[src/rtl/io_map_pkg.sv]
// Shared I/O map for the board key/switch responder.
// Register addresses, widths and KEDGE field offsets used by core and memory decode.
package io_map_pkg;

    localparam int unsigned KEY_BITS = 4;
    localparam int unsigned SW_BITS  = 10;

    localparam logic [31:0] ADDR_KEY   = 32'hF000_0010;
    localparam logic [31:0] ADDR_SW    = 32'hF000_0014;
    localparam logic [31:0] ADDR_KEDGE = 32'hF000_0018;
    localparam logic [31:0] ADDR_SEDGE = 32'hF000_001C;

    localparam int unsigned KEDGE_PRESS_LSB = 0;
    localparam int unsigned KEDGE_OVR_LSB   = KEY_BITS;

endpackage

[src/rtl/debounce_bit.sv]
// Two-flop synchronizer plus stability counter for one raw board pin.
// rise/fall are high in the cycle before the edge that updates deb.
module debounce_bit #(
    parameter int unsigned DEB_CYCLES = 500000
) (
    input  logic clk,
    input  logic reset,
    input  logic raw,
    output logic deb,
    output logic rise,
    output logic fall
);

    localparam int unsigned CW = $clog2(DEB_CYCLES);
    localparam logic [CW-1:0] CNT_MAX = CW'(DEB_CYCLES - 1);

    logic          meta_q;
    logic          s_q;
    logic          deb_q;
    logic          deb_d;
    logic [CW-1:0] cnt_q;
    logic [CW-1:0] cnt_d;

    always_comb begin
        deb_d = deb_q;
        cnt_d = cnt_q;
        if (s_q == deb_q) begin
            cnt_d = '0;
        end else if (cnt_q == CNT_MAX) begin
            deb_d = s_q;
            cnt_d = '0;
        end else begin
            cnt_d = cnt_q + CW'(1);
        end
    end

    always_ff @(posedge clk or negedge reset) begin
        if (!reset) begin
            meta_q <= 1'b0;
            s_q    <= 1'b0;
            deb_q  <= 1'b0;
            cnt_q  <= '0;
        end else begin
            meta_q <= raw;
            s_q    <= meta_q;
            deb_q  <= deb_d;
            cnt_q  <= cnt_d;
        end
    end

    assign deb  = deb_q;
    assign rise = deb_d & ~deb_q;
    assign fall = ~deb_d & deb_q;

endmodule

[src/rtl/key_switch_io.sv]
// Memory-mapped KEY/SW responder: debounced levels plus sticky W1C event registers.
// Reads are combinational on addr; stores to the edge registers clear bits, set wins.
module key_switch_io #(
    parameter int unsigned DBITS          = 32,
    parameter int unsigned KEY_BITS       = io_map_pkg::KEY_BITS,
    parameter int unsigned SW_BITS        = io_map_pkg::SW_BITS,
    parameter int unsigned DEB_CYCLES     = 500000,
    parameter bit          KEY_ACTIVE_LOW = 1'b1,
    parameter logic [DBITS-1:0] ADDR_KEY   = DBITS'(io_map_pkg::ADDR_KEY),
    parameter logic [DBITS-1:0] ADDR_SW    = DBITS'(io_map_pkg::ADDR_SW),
    parameter logic [DBITS-1:0] ADDR_KEDGE = DBITS'(io_map_pkg::ADDR_KEDGE),
    parameter logic [DBITS-1:0] ADDR_SEDGE = DBITS'(io_map_pkg::ADDR_SEDGE)
) (
    input  logic                clk,
    input  logic                reset,
    input  logic [DBITS-1:0]    addr,
    input  logic                wr_en,
    input  logic [DBITS-1:0]    wr_data,
    input  logic [KEY_BITS-1:0] key_in,
    input  logic [SW_BITS-1:0]  sw_in,
    output logic [DBITS-1:0]    rd_data,
    output logic                sel,
    output logic                key_irq
);

    import io_map_pkg::*;

    logic [KEY_BITS-1:0] key_raw;
    logic [KEY_BITS-1:0] key_deb;
    logic [KEY_BITS-1:0] key_rise;
    logic [KEY_BITS-1:0] key_fall;
    logic [SW_BITS-1:0]  sw_deb;
    logic [SW_BITS-1:0]  sw_rise;
    logic [SW_BITS-1:0]  sw_fall;

    logic [KEY_BITS-1:0] press_q, press_d;
    logic [KEY_BITS-1:0] ovr_q, ovr_d;
    logic [SW_BITS-1:0]  sedge_q, sedge_d;
    logic                kedge_wr;
    logic                sedge_wr;
    logic                unused_ok;

    assign key_raw = KEY_ACTIVE_LOW ? ~key_in : key_in;

    for (genvar i = 0; i < KEY_BITS; i++) begin : g_key
        debounce_bit #(.DEB_CYCLES(DEB_CYCLES)) u_deb (
            .clk   (clk),
            .reset (reset),
            .raw   (key_raw[i]),
            .deb   (key_deb[i]),
            .rise  (key_rise[i]),
            .fall  (key_fall[i])
        );
    end

    for (genvar i = 0; i < SW_BITS; i++) begin : g_sw
        debounce_bit #(.DEB_CYCLES(DEB_CYCLES)) u_deb (
            .clk   (clk),
            .reset (reset),
            .raw   (sw_in[i]),
            .deb   (sw_deb[i]),
            .rise  (sw_rise[i]),
            .fall  (sw_fall[i])
        );
    end

    assign kedge_wr = wr_en && (addr == ADDR_KEDGE);
    assign sedge_wr = wr_en && (addr == ADDR_SEDGE);

    // Overrun looks at the press bit before this edge's clear is applied.
    always_comb begin
        press_d = press_q;
        ovr_d   = ovr_q;
        sedge_d = sedge_q;
        if (kedge_wr) begin
            press_d = press_q & ~wr_data[KEDGE_PRESS_LSB +: KEY_BITS];
            ovr_d   = ovr_q & ~wr_data[KEDGE_OVR_LSB +: KEY_BITS];
        end
        if (sedge_wr) begin
            sedge_d = sedge_q & ~wr_data[SW_BITS-1:0];
        end
        ovr_d   = ovr_d | (key_rise & press_q);
        press_d = press_d | key_rise;
        sedge_d = sedge_d | sw_rise | sw_fall;
    end

    always_ff @(posedge clk or negedge reset) begin
        if (!reset) begin
            press_q <= '0;
            ovr_q   <= '0;
            sedge_q <= '0;
        end else begin
            press_q <= press_d;
            ovr_q   <= ovr_d;
            sedge_q <= sedge_d;
        end
    end

    always_comb begin
        rd_data = '0;
        sel     = 1'b0;
        if (addr == ADDR_KEY) begin
            sel                    = 1'b1;
            rd_data[KEY_BITS-1:0]  = key_deb;
        end else if (addr == ADDR_SW) begin
            sel                    = 1'b1;
            rd_data[SW_BITS-1:0]   = sw_deb;
        end else if (addr == ADDR_KEDGE) begin
            sel                                  = 1'b1;
            rd_data[KEDGE_PRESS_LSB +: KEY_BITS] = press_q;
            rd_data[KEDGE_OVR_LSB +: KEY_BITS]   = ovr_q;
        end else if (addr == ADDR_SEDGE) begin
            sel                    = 1'b1;
            rd_data[SW_BITS-1:0]   = sedge_q;
        end
    end

    assign key_irq   = |press_q;
    assign unused_ok = ^{key_fall, wr_data};

endmodule
[config.mk]
export PLATFORM = sky130hd
export DESIGN_NAME = key_switch_io
export DESIGN_NICKNAME = d
export VERILOG_FILES = /design/src/rtl/io_map_pkg.sv /design/src/rtl/debounce_bit.sv /design/src/rtl/key_switch_io.sv
export SDC_FILE = /design/constraint.sdc
export NUM_CORES = 1
export LEC_CHECK = 0
export CAP_MARGIN = 5
export CORE_ASPECT_RATIO = 1.5
export CORE_UTILIZATION = 60
export CTS_CLUSTER_SIZE = 40
export DETAILED_ROUTE_END_ITERATION = 16
export GPL_ROUTABILITY_DRIVEN = 0
export HOLD_SLACK_MARGIN = 0.05
export PLACE_DENSITY = 0.91
export SYNTH_ARGS = -nofsm -noshare
export SYNTH_HDL_FRONTEND = slang
export SYNTH_SLANG_ARGS = --single-unit
[constraint.sdc]
create_clock -name clk -period 10 [get_ports clk]
set_input_delay 3 -clock clk [delete_from_list [all_inputs] [get_ports clk]]
set_output_delay 3 -clock clk [all_outputs]
set_load 0.03 [all_outputs]
==> results list, run 1 <==
- Post-layout minimum cycle time: approximately 9 ns
- The root buffer cell chosen for the clock tree is sky130_fd_sc_hd__clkbuf_16.
* Total half-perimeter wirelength after legalization and detailed placement: between 20000 and 25000 µm
- CORE AREA: 25900 µm²
* DR iter-0 viols: 1070
- CTS tree: done
- Quantity of gates resized following cts: 0
* Sequential element share of the synthesized area: 0.511
- For this run, asynchronously set or reset flops after synthesis account for 1.00.
* Data required, critical path: approximately 7.0 ns
- Ys flop type: sky130_fd_sc_hd__dfrtp_1
- For this block, the via count after detailed routing is approximately 13000.
- Post-Syn Instances: between 1500 and 2000
* Via count of the first global-routing pass: 13200
* Clock Tree Buf Depth: 3
* Largest net degree at the start of global routing: between 100 and 150
* Number of synthesis warnings: 0
- Worst slew slack as a fraction of its limit: 0.152
* Total CTS buffers: 30
* Starting Density: 0.615
- Clock skew on the completed layout was measured at approximately 0.010 ns.
* Row count: between 70 and 80
- Area share of the largest cell type after synthesis: 0.511
- The count of final hold-check violations came to 0.
- Layout cells sized above 1: 0.0636
* Hold WC Path Type: reg2reg
- In this run the cell area of the synthesized design comes to between 15000 and 20000 µm².
- Input and output buffers added on the ports amount to 70.
- The first TritonRoute pass finished after 5 iterations.
* Global-route usage over all layers: 0.280
* Status: complete, no violations
* Final total power: 0.00270 W
- After detailed placement, the total cell area comes to 16900 µm².
- After clock tree synthesis, the clock-pin slew on the worst setup and hold paths is about 0.06 ns.
- Path type of the worst setup path: in2out
- Excluding fillers, the count of instances in the completed layout stands at roughly 2000.
* Average instance area after synthesis: around 9.8 µm²
- The netlist uses 53 different library cells.
- The worst setup path is captured at a primary output.
- The worst-case IR drop observed on VDD is approximately 0.00014 V.
- Top area cells in the synthesized netlist: sky130_fd_sc_hd__dfrtp_1 51%, sky130_fd_sc_hd__xnor2_1 5.4%, sky130_fd_sc_hd__nor2_1 5.0%
- Final count of pins violating max slew: 0
- Detail-routed net length per standard cell: around 18 µm
- RSZ-0062 raised after global routing: no
- Actual slew at the worst max-slew pin: ~1.3 ns
* Number of remaining DRC errors: 0
* Count of state elements after synthesis: approximately 330
- Height of the die: around 200 µm
- Including well taps, the total number of placed cells is ~2000.
- Final standard cell area without fillers: 18000 µm²
* Clock Latency Late Sink: 0.55 ns
- The filler cells instantiated in the layout total ~1800.
- Global-route congestion overflow total: 0
- The synthesized design spends more area on one cell type than any other, namely sky130_fd_sc_hd__dfrtp_1.
- Most common cell after layout, fill and taps aside: sky130_fd_sc_hd__dfrtp_1
* Final cycle utilization of the critical path: 0.918
- Vias per Instance: around 6.3
* Pwr per Cell Area: about 150 nW/µm²
- Number of buffers added for setup after CTS: 0
* Maximum Capacitance Violations: 0
* EDFF count, synth: 0
- The analysis attributes to cell leakage a power of slightly above 7 nW.
- Crit start category: input pin
* Maximum achievable frequency: between 0.1 and 0.15 GHz
* Crit path arrival time: 6.18 ns
* Number of failing setup endpoints in the final timing report: 0
* Maximum fanout along the worst path: 11
- During I/O placement, the number of pins put on the boundary was 115.
- Total Routed Length: 36700 µm
- In this run the horizontal extent of the chip is ~140 µm.
- The die covers between 20000 and 30000 µm².
- Once layout is complete, the utilization of the core stands at 0.693.
* Total Negative Setup Slacks: 0 ns
- Area added between synthesis and finish: 12.6%
* Count of nets left with antenna violations after detail routing: 0
* CTS Hold Bufs: 0
* Initial antenna violation count: 2
- The library cells used most frequently in the layout, excluding fill and tap cells, are 326 x sky130_fd_sc_hd__dfrtp_1, 211 x sky130_fd_sc_hd__nor2_1, 121 x sky130_fd_sc_hd__nand2_1.
* Clock sinks: 326
- At the end of the flow, the number of nets in the layout was between 1500 and 2000.
- CTS built an H-tree with a depth of 1.
- The first global-routing pass estimated just over 60000 µm of wire.
==> through the flow <==
| stage | setup slack [ns] | hold WS [ns] |
|---|---|---|
| finish | 0.821 | 0.346 |
| global route | 0.799 | 0.356 |
| CTS | 0.876 | 0.346 |
| detailed placement | 0.911 | 0.335 |
| global placement | 0.933 | 0.331 |
| floorplan | 2.09 | 0.331 |
==> path summary, 6_finish.rpt <==
kind,from,cells after the start,slack [ns],to
max in group asynchronous,reset,2,6.05,g_sw[8].u_deb.cnt_q[17]$_DFF_PN0_
max reg2reg,g_sw[5].u_deb.cnt_q[0]$_DFF_PN0_,5,7.47,g_sw[5].u_deb.cnt_q[3]$_DFF_PN0_
min,g_sw[0].u_deb.meta_q$_DFF_PN0_,0,0.35,g_sw[0].u_deb.s_q$_DFF_PN0_
min reg2reg,g_sw[0].u_deb.meta_q$_DFF_PN0_,0,0.35,g_sw[0].u_deb.s_q$_DFF_PN0_
max,addr[5],6,0.82,rd_data[5]
min in group asynchronous,reset,1,2.58,g_sw[2].u_deb.cnt_q[8]$_DFF_PN0_
==> critical path, stage by stage <==
cell,delay (ns)
sky130_fd_sc_hd__clkdlybuf4s50_1,0.40
sky130_fd_sc_hd__nor4b_1,0.67
sky130_fd_sc_hd__nand2_1,0.28
sky130_fd_sc_hd__or3_1,0.67
sky130_fd_sc_hd__a21oi_1,0.39
sky130_fd_sc_hd__clkdlybuf4s50_1,0.76
==> logic make-up (layout without fill, tap and decap cells) <==
group,after synthesis,count (layout),share of synthesized area
muxes,20,20,0.0170
buffers and inverters,97,168,0.0289
AOI/OAI and AO/OA,194,194,0.0732
adders and majority gates,14,14,0.0110
xor gates and xnor gates,179,179,0.0982
other,1,23,0.000235
and+or+nand+nor,790,790,0.261
DFF,326,326,0.511
==> where the power goes <==
group	leakage (nW)	total (W)	switching [W]	internal, W
combinational	2.15	0.000127	0.0000835	0.0000433
clock	0.518	0.00122	0.000498	0.000720
sequential	4.38	0.00136	0.0000195	0.00134
total	7.05	0.00270	0.000601	0.00210
==> final cells by class <==
| type | instances | area [µm²] | area share |
|---|---|---|---|
| Antenna cell | 1 | 2.50 | 0.000139 |
| Clock buffer | 42 | 887 | 0.0494 |
| Tap cell | 333 | 417 | 0.0232 |
| Sequential cell | 326 | 8160 | 0.454 |
| Clock inverter | 11 | 165 | 0.00919 |
| Inverter | 37 | 139 | 0.00773 |
| Multi-Input combinational cell | 1219 | 7430 | 0.413 |
| Timing Repair Buffer | 78 | 778 | 0.0433 |
==> flip-flops by register name, summed over array words and instances (netlist names) <==
register	count
g_key.u_deb.cnt_q	76
g_key.u_deb.deb	4
g_key.u_deb.meta_q	4
g_key.u_deb.s_q	4
g_sw.u_deb.cnt_q	190
g_sw.u_deb.deb	10
g_sw.u_deb.meta_q	10
g_sw.u_deb.s_q	10
ovr_q	4
press_q	4
sedge_q	10
==> cells in the mapped netlist (4+ instances only) <==
cell type,number
sky130_fd_sc_hd__dfrtp_1,326
sky130_fd_sc_hd__nor2_1,211
sky130_fd_sc_hd__nand2_1,121
sky130_fd_sc_hd__xnor2_1,99
sky130_fd_sc_hd__nand3_1,97
sky130_fd_sc_hd__xor2_1,80
sky130_fd_sc_hd__a21oi_1,77
sky130_fd_sc_hd__nand4_1,67
sky130_fd_sc_hd__nor4_1,62
sky130_fd_sc_hd__or3_1,61
sky130_fd_sc_hd__o21ai_0,49
sky130_fd_sc_hd__inv_1,37
sky130_fd_sc_hd__clkbuf_1,33
sky130_fd_sc_hd__o31ai_1,28
sky130_fd_sc_hd__buf_4,26
sky130_fd_sc_hd__nor3_1,26
sky130_fd_sc_hd__or4_1,25
sky130_fd_sc_hd__and4_1,20
sky130_fd_sc_hd__or2_2,18
sky130_fd_sc_hd__ha_1,14
sky130_fd_sc_hd__and2_1,13
sky130_fd_sc_hd__mux2_2,13
sky130_fd_sc_hd__nor4b_1,13
sky130_fd_sc_hd__nand2b_1,11
sky130_fd_sc_hd__o41ai_1,10
sky130_fd_sc_hd__and3_1,9
sky130_fd_sc_hd__nor4bb_1,7
sky130_fd_sc_hd__nor2b_1,6
sky130_fd_sc_hd__o21bai_1,6
sky130_fd_sc_hd__nand4b_1,5
sky130_fd_sc_hd__or4b_2,5
sky130_fd_sc_hd__a31o_2,4
sky130_fd_sc_hd__mux4_2,4
sky130_fd_sc_hd__o21ai_1,4
sky130_fd_sc_hd__o311ai_0,4
==> routing by layer <==
layer	vias up	global-route usage	routed length (µm)
met4	0	0.122	1520
li1	5905	-	-
met3	119	0.0384	2110
met2	499	0.487	18800
met1	6347	0.344	14200
met5	-	0	0
Note: power is estimated with default switching activity, not from simulation.
==> run 2, diff against run 1 <==
CORE_ASPECT_RATIO = 0.75   (was 1.5)
==> results list, run 2 (synthesized netlist as in run 1, its figures left out) <==
* Status: complete, no violations
- Regs by FF count: g_sw.u_deb.cnt_q x190, g_key.u_deb.cnt_q x76
* Worst clock skew: 0.0294 ns (+0.0191 ns)
- RSZ-0062 raised after global routing: no
* Clock root buffer master: sky130_fd_sc_hd__clkbuf_16
* Most common cell after layout, fill and taps aside: sky130_fd_sc_hd__dfrtp_1
- Cell seen most often among critical-path stages: sky130_fd_sc_hd__clkdlybuf4s50_1
- The maximum VDD drop came to 0.000142 V (+5.0%).
* Critical path capture point type: primary output
- Flip-flop count of the largest register, all copies and words added: 190 (unchanged)
- The total of hold buffers inserted after clock tree synthesis is 0 (unchanged).
- The post-cts sizing count came to 0 (unchanged).
* Worst-path cell chain: clkdlybuf4s50_1 -> nor4b_1 -> nand2_1 -> or3_1 -> nor3b_1 -> clkdlybuf4s50_1
* Kind of cell with the highest combined delay on the critical path: simple AND/OR/NAND/NOR gates
* Global-route congestion overflow total: 0 (unchanged)
- The number of buffer and inverter instances along the worst setup path came to 2 (unchanged).
* CTS tree: done
* Most used cells in the layout excluding fill and tap cells: 326 x sky130_fd_sc_hd__dfrtp_1, 211 x sky130_fd_sc_hd__nor2_1, 121 x sky130_fd_sc_hd__nand2_1
* Data required, critical path: 7.00 ns (about the same)
- Clock sinks: 326 (unchanged)
- The power per cell area was 152 nW/µm² (+1.2%).
- Final cycle utilization of the critical path: 0.912 (-0.00560)
- The worst hold path belongs to the class reg2reg.
- Ant. Diodes: 0 (-1)
- Via count of the first global-routing pass: 12400 (-5.8%)
* Largest stage delay, worst path: 0.76 ns (about the same)
- The number of maximum-capacitance constraint violations came to 0 (unchanged).
- Register ranked first by flip-flop count: g_sw.u_deb.cnt_q
- The number of vias after detailed routing came to 12800 (-0.50%).
- Sequential Area: 8160 µm² (unchanged)
- Leakage Power: 7.07 nW (+0.22%)
- The wire length after detailed routing is 36700 µm (+0.11%).
* Clock Latency Late Sink: 0.57 ns (+0.02 ns)
- Number of failing setup endpoints in the final timing report: 0 (unchanged)
- The number of nets at the end of the flow came to 1787 (unchanged).
- Maximum achievable frequency: 0.110 GHz (+0.61%)
* Layout cells sized above 1: 0.0652 (+0.00160)
* Floorplan die width: 190 µm (+41%)
* Vias per Instance: 6.21 (-1.2%)
* Global-route usage over all layers: 0.270 (-0.00965)
- Area enclosed by the die boundary: 27300 µm² (about the same)
- The count of final hold-check violations is 0 (unchanged).
- The number of remaining DRC errors is 0 (unchanged).
* Initial antenna violation count: 0 (-2)
- Area taken by multi-input logic gates: 7430 µm² (unchanged)
- Crit path arrival time: 6.12 ns (-0.06 ns)
- Total Negative Setup Slacks: 0 ns (unchanged)
- Clock Tree Buf Depth: 3 (unchanged)
- The remaining number of nets flagged by the antenna check after routing came to 0 (unchanged).
- Number of top-level design ports: 115 (unchanged)
- The post-placement worst setup slack came to 0.885 ns (-0.0255 ns).
- Slowest-stage cell, CP: sky130_fd_sc_hd__clkdlybuf4s50_1
- Row count: 51 (-29%)
- Post-layout minimum cycle time: 9.12 ns (-0.0560 ns)
- Path type of the worst setup path: in2out
- Area added between synthesis and finish: 12.8%
- The number of pins with negative max-slew slack in the final report is 0 (unchanged).
- The effective utilization at floorplan was 0.613 (-0.00213).
- The number of H-tree levels is 1 (unchanged).
- Detail-routed net length per standard cell: 17.8 µm (-0.57%)
* Total CTS buffers: 31 (+3.3%)
- Clock Pin Slew Worst Setup and Hold Paths: 0.07 ns (about the same)
* CORE AREA: 26000 µm² (+0.35%)
- The buffer count from post-CTS setup fixing is 0 (unchanged).
- DR pass1 iterations: 6 (+1)
- Maximum fanout along the worst path: 11 (unchanged)
- Crit start category: input pin
- Height of the die: 143 µm (-29%)
- Final setup slack of the worst path: 0.877 ns (+0.0560 ns)
- Largest net degree at the start of global routing: 98 (-30%)
- First-pass GRT wire length: 60500 µm (-2.9%)
* Count of fill cells added during filler insertion: 1751 (-2.1%)
* Total half-perimeter wirelength after legalization and detailed placement: 24000 µm (+0.53%)
- The iteration-0 DRC count of the detailed router is 1236 (+16%).
- Worst slew slack as a fraction of its limit: 0.148 (-0.00375)
* Port Buf Inserts: 70 (unchanged)
- The transition time at the pin with the least slew margin was 1.27 ns (-0.000267 ns).
## run 2: through the flow
stage | total power, W | utilization | cells | instance area (µm²) | hold WS (ns)
finish | 0.00274 | 0.692 | 2061 | 18000 | 0.335
global route | 0.00282 | 0.692 | 2061 | 18000 | 0.363
CTS | 0.00275 | 0.691 | 2059 | 18000 | 0.344
detailed placement | 0.00151 | 0.649 | 2001 | 16900 | 0.335
global placement | 0.00150 | 0.649 | 2001 | 16900 | 0.333
floorplan | 0.00144 | - | 1642 | 16000 | 0.331
## run 2: final timing paths
path	start	to	slack [ns]	cells after the start
max	addr[5]	rd_data[9]	0.88	6
min	g_sw[7].u_deb.meta_q$_DFF_PN0_	g_sw[7].u_deb.s_q$_DFF_PN0_	0.33	0
max reg2reg	g_sw[6].u_deb.cnt_q[0]$_DFF_PN0_	g_sw[6].u_deb.cnt_q[9]$_DFF_PN0_	7.42	5
min reg2reg	g_sw[7].u_deb.meta_q$_DFF_PN0_	g_sw[7].u_deb.s_q$_DFF_PN0_	0.33	0
max in group asynchronous	reset	g_sw[3].u_deb.cnt_q[10]$_DFF_PN0_	5.96	2
min in group asynchronous	reset	g_sw[9].u_deb.cnt_q[16]$_DFF_PN0_	2.43	1
## run 2: area by class of cell
class                           instances  share of cell area
Sequential cell                       326               0.453
Multi-Input combinational cell       1219               0.412
Clock buffer                           42              0.0487
Timing Repair Buffer                   77              0.0421
Tap cell                              344              0.0239
Clock inverter                         16              0.0124
Inverter                               37             0.00771
## run 2: power breakdown
part / total (W) / internal (W) / switching, W
clock network: 0.00126 / 0.000745 / 0.000511
registers: 0.00136 / 0.00134 / 0.0000194
logic: 0.000127 / 0.0000431 / 0.0000835
total: 0.00274 / 0.00213 / 0.000614
## run 2: per-layer routing
metal	vias to the layer above	track usage	share of wire
met5	-	0	0
met4	0	0.108	0.039
met3	122	0.0418	0.056
met2	488	0.439	0.48
met1	6279	0.365	0.42
li1	5917	-	-
==> run 3, diff against run 2 <==
CAP_MARGIN = 20   (was 5)
CELL_PAD_IN_SITES_DETAIL_PLACEMENT = 1   (was unset)
CELL_PAD_IN_SITES_GLOBAL_PLACEMENT = 1   (was unset)
CORE_UTILIZATION = 50   (was 60)
PLACE_DENSITY = 0.95   (was 0.91)
==> results list, run 3 (synthesized netlist as in run 1, its figures left out) <==
- Status: complete, no violations
- Detail-routed net length per standard cell: 23.9 µm (+34%)
- Leakage Power: 7.18 nW (+1.5%)
- The post-route clock period utilization is 0.915 (+0.00238).
- RSZ-0062 raised after global routing: no
- The remaining number of nets flagged by the antenna check after routing was 0 (unchanged).
- Launch point of the worst reg-to-reg path: g_key[0].u_deb.cnt_q[0]$_DFF_PN0_
- Worst-path cell chain: clkdlybuf4s50_1 -> nor4b_1 -> nand2_1 -> or3_1 -> nor3b_1 -> clkdlybuf4s50_1
* Most common cell after layout, fill and taps aside: sky130_fd_sc_hd__dfrtp_1
- The number of H-tree levels came to 2 (+1).
- The effective utilization at floorplan is 0.510 (-0.103).
- Clock Tree Buf Depth: 3 (unchanged)
- Final layout net count: 1799 (+0.67%)
* Total Negative Setup Slacks: 0 ns (unchanged)
- The tightest min-delay check is of the reg2reg type.
- The buffer count from post-CTS setup fixing is 0 (unchanged).
- The iteration-0 DRC count of the detailed router came to 1075 (-13%).
- The number of top-level design ports is 115 (unchanged).
- Regs by FF count: g_sw.u_deb.cnt_q x190, g_key.u_deb.cnt_q x76
- The die extent in y came to 157 µm (+9.4%).
* Maximum achievable frequency: 0.109 GHz (-0.26%)
* Worst slew slack as a fraction of its limit: 0.310 (+0.162)
- In this run the critical register-to-register path is captured at g_key[0].u_deb.cnt_q[17]$_DFF_PN0_.
- The die boundary width is 208 µm (+9.4%).
* Clock Pin Slew Worst Setup and Hold Paths: 0.06 ns (about the same)
* DR pass1 iterations: 5 (-1)
- CORE AREA: 31300 µm² (+20%)
* FF-to-FF setup slack: 7.42 ns (about the same)
* Count of fill cells added during filler insertion: 3367 (+92%)
- Via count of the first global-routing pass: 14800 (+19%)
* Post-layout minimum cycle time: 9.15 ns (+0.0238 ns)
- Most used cells in the layout excluding fill and tap cells: 326 x sky130_fd_sc_hd__dfrtp_1, 211 x sky130_fd_sc_hd__nor2_1, 121 x sky130_fd_sc_hd__nand2_1
* Clock Latency Late Sink: 0.54 ns (-0.03 ns)
* Clock root buffer master: sky130_fd_sc_hd__clkbuf_16
- Area added between synthesis and finish: 14.5%
* Number of vias after detailed routing: 13600 (+6.2%)
* Total Routed Length: 51000 µm (+39%)
- The critical path starts at addr[5].
- Final count of pins violating max slew: 0 (unchanged)
- Crit start category: input pin
- The post-cts sizing count came to 0 (unchanged).
* Critical path capture point type: primary output
- Global-route usage over all layers: 0.313 (+0.0429)
- Path type of the worst setup path: in2out
- The post-placement worst setup slack is 1.05 ns (+0.168 ns).
- Area enclosed by the die boundary: 32700 µm² (+20%)
* Port Buf Inserts: 70 (unchanged)
- Register ranked first by flip-flop count: g_sw.u_deb.cnt_q
- Worst clock skew: 0.0206 ns (-0.00882 ns)
- The wire length of the first global-routing pass was 81400 µm (+35%).
- The maximum fanout along the worst path was 11 (unchanged).
* Global-route congestion overflow total: 0 (unchanged)
* Maximum Capacitance Violations: 0 (unchanged)
* CTS Hold Bufs: 0 (unchanged)
- Worst setup path endpoint: rd_data[9]
- The arrival time at the worst endpoint is 6.15 ns (+0.03 ns).
- The slowest stage of the critical path is the sky130_fd_sc_hd__clkdlybuf4s50_1 cell.
* Initial antenna violation count: 0 (unchanged)
- The half-perimeter wire length after placement came to 30300 µm (+26%).
* Row count: 56 (+9.8%)
* Data required, critical path: 7.00 ns (about the same)
- Ant. Diodes: 0 (unchanged)
- The flip-flop count of the largest register after layout was 190 (unchanged).
- The total CTS buffers is 34 (+9.7%).
- Largest stage delay, worst path: 0.78 ns (+0.02 ns)
* Max IR drop VDD: 0.000122 V (-14%)
- The number of sinks driven by the clock tree is 326 (unchanged).
* Largest net degree at the start of global routing: 125 (+28%)
- The worst-case reg-to-reg path depth is 6 (+1).
- The count of final hold-check violations is 0 (unchanged).
- Number of failing setup endpoints in the final timing report: 0 (unchanged)
- Layout cells sized above 1: 0.0717 (+0.00645)
- Cell seen most often among critical-path stages: sky130_fd_sc_hd__clkdlybuf4s50_1
- Number of remaining DRC errors: 0 (unchanged)
- Pwr per Cell Area: 157 nW/µm² (+3.4%)
* Vias per Instance: 6.37 (+2.5%)
* CTS tree: done
- Final setup slack of the worst path: 0.853 ns (-0.0238 ns)
* Actual slew at the worst max-slew pin: 1.03 ns (-0.235 ns)
## run 3: cell count changes in the layout (fill, tap and decap cells not counted), sizes merged
cell      change
inv           -1
clkinv        -3
bufinv        -3
clkinvlp      -1
clkbuf       +12
buf           +9
## run 3: power by group
part           switching (W)  internal, W
Clock               0.000562     0.000809
Sequential         0.0000231      0.00134
Combinational      0.0000946    0.0000474
## run 3: stage by stage
| stage | hold WS, ns | total power, W | cell area, µm² | cells | util |
|---|---|---|---|---|---|
| after detailed placement | 0.336 | 0.00152 | 17000 | 2071 | 0.544 |
| after floorplan | 0.331 | 0.00144 | 16000 | 1642 | - |
| final | 0.343 | 0.00287 | 18300 | 2136 | 0.584 |
| after global placement | 0.337 | 0.00150 | 17000 | 2067 | 0.543 |
| after CTS | 0.349 | 0.00288 | 18200 | 2133 | 0.582 |
| after global routing | 0.353 | 0.00295 | 18300 | 2136 | 0.584 |
## run 3: metal layers
layer  vias up  wire [µm]  global-route usage
met5         -          0                   0
met4         0       2380               0.160
met3       177       2640              0.0554
met2       505      26000               0.548
met1      6981      19900               0.372
li1       5935          -                   -
## run 3: layout make-up
class                           count  area (µm²)  area share
Inverter                           37         139     0.00760
Timing Repair Buffer               86         853      0.0467
Clock inverter                      8        93.8     0.00513
Multi-Input combinational cell   1219        7430       0.406
Clock buffer                       54        1100      0.0602
Tap cell                          406         508      0.0278
Sequential cell                   326        8160       0.446
## run 3: critical path: cells and delay by family
kind	cells	cell delay, ns
buf+inv	2	1.18
simple gates	4	1.96
## run 3: how the worst min path moves through the flow
stage,cells past startpoint,end,slack [ns],startpoint
6_report,0,g_sw[6].u_deb.s_q$_DFF_PN0_,0.34,g_sw[6].u_deb.meta_q$_DFF_PN0_
2_1_floorplan,0,g_key[0].u_deb.s_q$_DFF_PN0_,0.33,g_key[0].u_deb.meta_q$_DFF_PN0_
3_3_place_gp,0,g_key[2].u_deb.s_q$_DFF_PN0_,0.34,g_key[2].u_deb.meta_q$_DFF_PN0_
3_5_place_dp,0,g_sw[0].u_deb.s_q$_DFF_PN0_,0.34,g_sw[0].u_deb.meta_q$_DFF_PN0_
4_1_cts,0,g_key[0].u_deb.s_q$_DFF_PN0_,0.35,g_key[0].u_deb.meta_q$_DFF_PN0_
5_1_grt,0,g_key[0].u_deb.s_q$_DFF_PN0_,0.35,g_key[0].u_deb.meta_q$_DFF_PN0_
